--- src/rtl/uart_rx_pkg.sv ---
// Shared types and MMIO constants for the UART receive path.
// The status word packs tx/rx state for the 0x80000008 register.
package uart_rx_pkg;

    typedef enum logic [2:0] {
        IDLE,
        START,
        DATA,
        STOP,
        WAIT_IDLE
    } uart_rx_state_t;

    localparam logic [31:0] UART_STATUS_ADDR  = 32'h8000_0008;
    localparam logic [31:0] UART_RX_DATA_ADDR = 32'h8000_000C;

    localparam int UART_STAT_TX_BUSY   = 0;
    localparam int UART_STAT_RX_VALID  = 1;
    localparam int UART_STAT_FRAME_ERR = 2;
    localparam int UART_STAT_OVERRUN   = 3;

    function automatic logic [31:0] uart_status_word(
        input logic tx_busy,
        input logic rx_valid,
        input logic frame_err,
        input logic overrun
    );
        logic [31:0] w;
        w = '0;
        w[UART_STAT_TX_BUSY]   = tx_busy;
        w[UART_STAT_RX_VALID]  = rx_valid;
        w[UART_STAT_FRAME_ERR] = frame_err;
        w[UART_STAT_OVERRUN]   = overrun;
        return w;
    endfunction

endpackage

--- src/rtl/uart_rx_sync_fifo.sv ---
// Show-ahead synchronous FIFO; rdata is the head read from registered storage.
// A push while full is dropped unless a pop happens in the same cycle.
module sync_fifo #(
    parameter int WIDTH = 8,
    parameter int DEPTH = 4
) (
    input  logic                       clk,
    input  logic                       rst_n,
    input  logic                       push,
    input  logic                       pop,
    input  logic [WIDTH-1:0]           wdata,
    output logic [WIDTH-1:0]           rdata,
    output logic                       empty,
    output logic                       full,
    output logic [$clog2(DEPTH+1)-1:0] count
);

    localparam int PW = (DEPTH > 1) ? $clog2(DEPTH) : 1;
    localparam int CW = $clog2(DEPTH + 1);
    localparam logic [CW-1:0] FULL_CNT = CW'(DEPTH);

    logic [WIDTH-1:0] mem_q [DEPTH];
    logic [PW-1:0]    wr_ptr_q, wr_ptr_d;
    logic [PW-1:0]    rd_ptr_q, rd_ptr_d;
    logic [CW-1:0]    count_q, count_d;
    logic             do_push, do_pop;

    always_comb begin
        empty    = (count_q == '0);
        full     = (count_q == FULL_CNT);
        do_pop   = pop & ~empty;
        do_push  = push & (~full | do_pop);
        wr_ptr_d = do_push ? wr_ptr_q + PW'(1) : wr_ptr_q;
        rd_ptr_d = do_pop  ? rd_ptr_q + PW'(1) : rd_ptr_q;
        count_d  = count_q;
        if (do_push && !do_pop) begin
            count_d = count_q + CW'(1);
        end else if (do_pop && !do_push) begin
            count_d = count_q - CW'(1);
        end
    end

    always_ff @(posedge clk or negedge rst_n) begin
        if (!rst_n) begin
            wr_ptr_q <= '0;
            rd_ptr_q <= '0;
            count_q  <= '0;
        end else begin
            wr_ptr_q <= wr_ptr_d;
            rd_ptr_q <= rd_ptr_d;
            count_q  <= count_d;
        end
    end

    always_ff @(posedge clk) begin
        if (do_push) begin
            mem_q[wr_ptr_q] <= wdata;
        end
    end

    // Gate the head so the output reads zero whenever nothing is queued.
    assign rdata = empty ? '0 : mem_q[rd_ptr_q];
    assign count = count_q;

endmodule

--- src/rtl/uart_rx.sv ---
// 8N1 UART receiver: two-flop synchroniser, mid-bit sampling FSM,
// show-ahead receive FIFO and sticky framing/overrun flags.
module uart_rx
    import uart_rx_pkg::*;
#(
    parameter int CLKS_PER_BIT = 87,
    parameter int FIFO_DEPTH   = 4
) (
    input  logic                            clk,
    input  logic                            rst_n,
    input  logic                            rx,
    input  logic                            rd_en,
    input  logic                            err_clr,
    output logic [7:0]                      rx_data,
    output logic                            rx_valid,
    output logic [$clog2(FIFO_DEPTH+1)-1:0] fifo_count,
    output logic                            rx_busy,
    output logic                            frame_err,
    output logic                            overrun
);

    localparam int CW = $clog2(CLKS_PER_BIT);
    localparam logic [CW-1:0] CNT_LAST = CW'(CLKS_PER_BIT - 1);
    localparam logic [CW-1:0] CNT_HALF = CW'((CLKS_PER_BIT - 1) / 2);

    logic           rx_meta_q, rx_meta_d;
    logic           rx_sync_q, rx_sync_d;
    uart_rx_state_t state_q;
    logic [CW-1:0]  clk_cnt_q;
    logic [2:0]     bit_idx_q;
    logic [7:0]     shift_q;
    logic           push_q;
    logic           ferr_set_q;
    logic           busy_q;
    logic           frame_err_q, frame_err_d;
    logic           overrun_q, overrun_d;
    logic           fifo_empty, fifo_full;

    always_comb begin
        rx_meta_d = rx;
        rx_sync_d = rx_meta_q;
    end

    always_ff @(posedge clk or negedge rst_n) begin
        if (!rst_n) begin
            rx_meta_q <= 1'b1;
            rx_sync_q <= 1'b1;
        end else begin
            rx_meta_q <= rx_meta_d;
            rx_sync_q <= rx_sync_d;
        end
    end

    // Receive FSM; push and framing-error events are registered one-cycle pulses.
    always_ff @(posedge clk or negedge rst_n) begin
        if (!rst_n) begin
            state_q    <= IDLE;
            clk_cnt_q  <= '0;
            bit_idx_q  <= '0;
            shift_q    <= '0;
            push_q     <= 1'b0;
            ferr_set_q <= 1'b0;
            busy_q     <= 1'b0;
        end else begin
            push_q     <= 1'b0;
            ferr_set_q <= 1'b0;
            busy_q     <= (state_q != IDLE);
            unique case (state_q)
                IDLE: begin
                    clk_cnt_q <= '0;
                    if (!rx_sync_q) begin
                        state_q <= START;
                    end
                end
                START: begin
                    if (clk_cnt_q == CNT_HALF) begin
                        clk_cnt_q <= '0;
                        bit_idx_q <= '0;
                        state_q   <= rx_sync_q ? IDLE : DATA;
                    end else begin
                        clk_cnt_q <= clk_cnt_q + CW'(1);
                    end
                end
                DATA: begin
                    if (clk_cnt_q == CNT_LAST) begin
                        clk_cnt_q <= '0;
                        shift_q   <= {rx_sync_q, shift_q[7:1]};
                        bit_idx_q <= bit_idx_q + 3'd1;
                        if (bit_idx_q == 3'd7) begin
                            state_q <= STOP;
                        end
                    end else begin
                        clk_cnt_q <= clk_cnt_q + CW'(1);
                    end
                end
                STOP: begin
                    if (clk_cnt_q == CNT_LAST) begin
                        clk_cnt_q <= '0;
                        if (rx_sync_q) begin
                            push_q  <= 1'b1;
                            state_q <= IDLE;
                        end else begin
                            ferr_set_q <= 1'b1;
                            state_q    <= WAIT_IDLE;
                        end
                    end else begin
                        clk_cnt_q <= clk_cnt_q + CW'(1);
                    end
                end
                WAIT_IDLE: begin
                    if (rx_sync_q) begin
                        state_q <= IDLE;
                    end
                end
                default: state_q <= IDLE;
            endcase
        end
    end

    // A push into a full FIFO is only lost when no pop frees a slot that cycle.
    always_comb begin
        frame_err_d = ferr_set_q | (frame_err_q & ~err_clr);
        overrun_d   = (push_q & fifo_full & ~rd_en) | (overrun_q & ~err_clr);
    end

    always_ff @(posedge clk or negedge rst_n) begin
        if (!rst_n) begin
            frame_err_q <= 1'b0;
            overrun_q   <= 1'b0;
        end else begin
            frame_err_q <= frame_err_d;
            overrun_q   <= overrun_d;
        end
    end

    sync_fifo #(
        .WIDTH (8),
        .DEPTH (FIFO_DEPTH)
    ) u_fifo (
        .clk   (clk),
        .rst_n (rst_n),
        .push  (push_q),
        .pop   (rd_en),
        .wdata (shift_q),
        .rdata (rx_data),
        .empty (fifo_empty),
        .full  (fifo_full),
        .count (fifo_count)
    );

    assign rx_valid  = ~fifo_empty;
    assign rx_busy   = busy_q;
    assign frame_err = frame_err_q;
    assign overrun   = overrun_q;

endmodule

--- config.mk ---
export PLATFORM = sky130hd
export DESIGN_NAME = uart_rx
export DESIGN_NICKNAME = d
export VERILOG_FILES = /design/src/rtl/uart_rx_pkg.sv /design/src/rtl/uart_rx_sync_fifo.sv /design/src/rtl/uart_rx.sv
export SDC_FILE = /design/constraint.sdc
export NUM_CORES = 1
export LEC_CHECK = 0
export BUFFER_PORTS_ARGS = -buffer_cell sky130_fd_sc_hd__buf_2
export CAP_MARGIN = 20
export CORE_UTILIZATION = 64
export CTS_CLUSTER_DIAMETER = 60
export DETAILED_ROUTE_END_ITERATION = 10
export HOLD_SLACK_MARGIN = 0.12
export PLACE_DENSITY = 0.86
export SYNTH_ARGS = -nofsm -noshare
export SYNTH_HDL_FRONTEND = slang
export SYNTH_SLANG_ARGS = --single-unit
export TNS_END_PERCENT = 50
--- constraint.sdc ---
create_clock -name clk -period 4.63 [get_ports clk]
set_clock_uncertainty 0.2 [all_clocks]
set_input_delay 0.2315 -clock clk [delete_from_list [all_inputs] [get_ports clk]]
set_output_delay 0.2315 -clock clk [all_outputs]
set_load 0.005 [all_outputs]
==> impl_results.md <==
- Mapped Area: 2920 um2
- Worst path arrival time: 2.56 ns
- Starting density of the core: 67.0%
- Crit path buffers/inverters: 3
- Clk slew on worst S/H paths: 0.07 ns
- Final Cycle Share: 54.9%
- Reg-to-reg startpoint: u_fifo.count[1]$_DFFE_PN0P_
- Die area: 4830 um2
- Detailed Route WL: 4.74 mm
- Critical R2R Capture: u_fifo.count[1]$_DFFE_PN0P_
- Crit path capture: u_fifo.count[1]$_DFFE_PN0P_
- Leakage: 1.51 nW
- Synth Flop Type: dfrtp_1
- Crit path from: rd_en
- Initial antenna violation count: 0
- Clock power frac: 49.0%
- CP Launch Type: primary input
- Final setup margin: 2.09 ns
- Number of global-route vias before repair: 1651
- Setup crit end kind: register
- Die Wd: 69.5 um
- Overflow after GRT: 0
- FP Rows: 24
- Final setup violation count: 0
- Sw Share: 18.9%
- Remaining antenna violation count: 0
- Post-DP HPWL: 2.93 mm
- Drt wl/cell: 16.7 um
- H-tree levels: 3
- Largest net degree at the start of global routing: 36
- Ports: 20
- Worst slew margin: 47.7%
- Unique masters post-synth: 47
- Dpl ws: 2.19 ns
- Psw: 0.244 mW
- Slowest stage delay, CP: 0.56 ns
- Crit-path max FO: 8
- Post-synthesis sequential area ratio: 63.1%
- Reg power frac: 49.0%
- DR vias: 1660
- Gpl congestion: 0.788
- Setup bufs post-CTS: 0
- CTS Root Buffer Type: clkbuf_8
- IO Port Bufs: 19
- All-Layer GR Usage: 22.6%
- Crit Path Category: primary input to register
- #FFs+latches synth: 67
- Die Span Y: 69.5 um
- R2R setup slack: 2.17 ns
- Synthesized instance count: 202
- TritonCTS clock tree: yes
- Mapped Nets: 217
- Area growth syn-to-layout: 14.3%
- CORE AREA: 4350 um2
- Outcome: complete, no violations
- Peak supply drop: 0.000260 V
- First-pass GRT wire length: 8.00 mm
- Achievable Freq: 393 MHz
- Drt pass-1 iters: 4
- CTS buffer count: 9
- Routed vias/inst: 5.85
- Internal power: 1.05 mW
- Number of synthesized flops with an enable pin: 32
- Final Hold Viols: 0
- Path length in cells of the critical path: 8
- CP max-delay cell: dlygate4sd3_1
- Layout cells sized above 1: 25.0%
- Logic pwr share: 2.1%
- Slew @ Worst Pin: 0.785 ns
- Min-delay worst type: register to register
- Setup TNS: 0 ns
- Pwr Density: 387 nW/um2
- Yosys warnings: 0
- RSZ-0062 raised after global routing: false
- Worst endpoint required time: 4.65 ns
- Avg Inst Size Synth: 14.4 um2
- Clock sinks: 67
- DRT iter0 DRCs: 93
- CP top delay family: buffers and inverters
- R2R cell count: 6
- Max clock buf depth: 2
- CP Cell Sequence: dlygate4sd3_1 > buf_2 > nor4b_1 > nor2b_1 > ha_1 > inv_1 > fa_1 > mux2_2
- Slew Limit Fails: 0
- N_diodes: 0
- Fin nets: 242
- Worst skew pair latency: 0.34 ns
- Min Clock Period, post-route: 2.54 ns
- Asr flop ratio synth: 52.2%
- Drt drc: 0
- Max Cap Violations: 0
-- cell usage in the layout, fill, tap and decap left out, types with 4 or more instances in the layout --
master and n:
a21oi_1 6, clkbuf_8 9, dlygate4sd3_1 4, ha_1 9
inv_1 12, nor2_1 7, bufinv_16 4, nand3_1 4
nand2_1 12, o21ai_0 5, mux4_2 8, xnor2_1 4
edfxtp_1 32, buf_2 19, mux2_4 7, dfrtp_1 33
and2_1 12
-- synth_stat cells (all sizes together), types with 4 or more instances --
cell | number | area (um2)
nand3 | 5 | 30.0
nand2 | 12 | 45.0
inv | 12 | 45.0
and2 | 12 | 75.1
o21ai | 5 | 25.0
a21oi | 6 | 30.0
ha | 9 | 113
edfxtp | 32 | 961
dfrtp | 33 | 826
nor2 | 7 | 26.3
mux4 | 8 | 180
xnor2 | 4 | 35.0
mux2 | 9 | 128
clkbuf | 6 | 22.5
-- worst min path at each step --
stage / from / to / slack, ns / cells past startpoint
after floorplan: rst_n / bit_idx_q[0]$_DFFE_PN0P_ / -0.26 / 0
after CTS: rx_meta_q$_DFF_PN1_ / rx_sync_q$_DFF_PN1_ / 0.16 / 0
after detailed placement: rx / rx_meta_q$_DFF_PN1_ / 0.14 / 1
final: rx_meta_q$_DFF_PN1_ / rx_sync_q$_DFF_PN1_ / 0.16 / 0
after global routing: rx_meta_q$_DFF_PN1_ / rx_sync_q$_DFF_PN1_ / 0.16 / 0
after global placement: rst_n / state_q[2]$_DFFE_PN0P_ / 0.14 / 1
-- per-stage QoR --
step,instance area [um2],hold WS [ns],std cells,power (mW),utilization (%)
after detailed placement,3030,0.138,264,0.668,69.6
after global routing,3330,0.160,284,1.33,76.6
after global placement,3030,0.137,264,0.668,69.6
after floorplan,2920,-0.264,202,0.656,-
after CTS,3330,0.159,284,1.30,76.6
final,3330,0.157,284,1.29,76.6
-- flip-flops by register name (all words and copies together), names as in the netlist --
name,flops
u_fifo.wr_ptr_q,2
rx_sync_q,1
frame_err,1
u_fifo.count,3
shift_q,8
bit_idx_q,3
overrun,1
clk_cnt_q,7
rx_busy,1
state_q,3
u_fifo.mem_q,32
push_q,1
rx_meta_q,1
ferr_set_q,1
u_fifo.rd_ptr_q,2
-- metal layers --
metal	global-route usage [%]	vias up	wire length (um)
li1	-	788	-
met1	28.4	821	2200
met2	35.6	41	2280
met3	8.72	10	181
met4	8.62	0	87
met5	0	-	0
-- power groups by stage --
stage               logic (mW)  clock network, mW  registers [mW]
floorplan               0.0139                  0           0.642
global route            0.0299              0.670           0.633
global placement        0.0237                  0           0.644
detailed placement      0.0242                  0           0.644
CTS                     0.0270              0.643           0.632
finish                  0.0266              0.633           0.632
-- timing repair --
item | 4_1_cts | 5_1_grt
endpoints found under the setup margin | 0 | 0
endpoints found under the hold margin | 38 | 0
hold buffers | 4 | 0
resized for setup | 0 | 0
-- layout make-up --
class,count,area (um2)
clock buffers,9,124
clock inverters,7,140
fillers,255,1020
inverters,12,45.0
multi-input cells,114,986
flip-flops and latches,67,1840
well taps,52,65.1
repair buffers,23,135
-- cell families (layout without fill, tap and decap cells) --
group / count (synthesis) / after routing / synth area share, %
fa+ha+maj: 10 / 10 / 4.55
compound gates: 24 / 24 / 5.32
simple gates: 55 / 55 / 10.9
flops: 67 / 67 / 63.1
xor+xnor: 6 / 6 / 1.80
buf+inv: 21 / 51 / 3.13
mux: 19 / 19 / 11.2
Note: power is estimated with default switching activity, not from simulation.
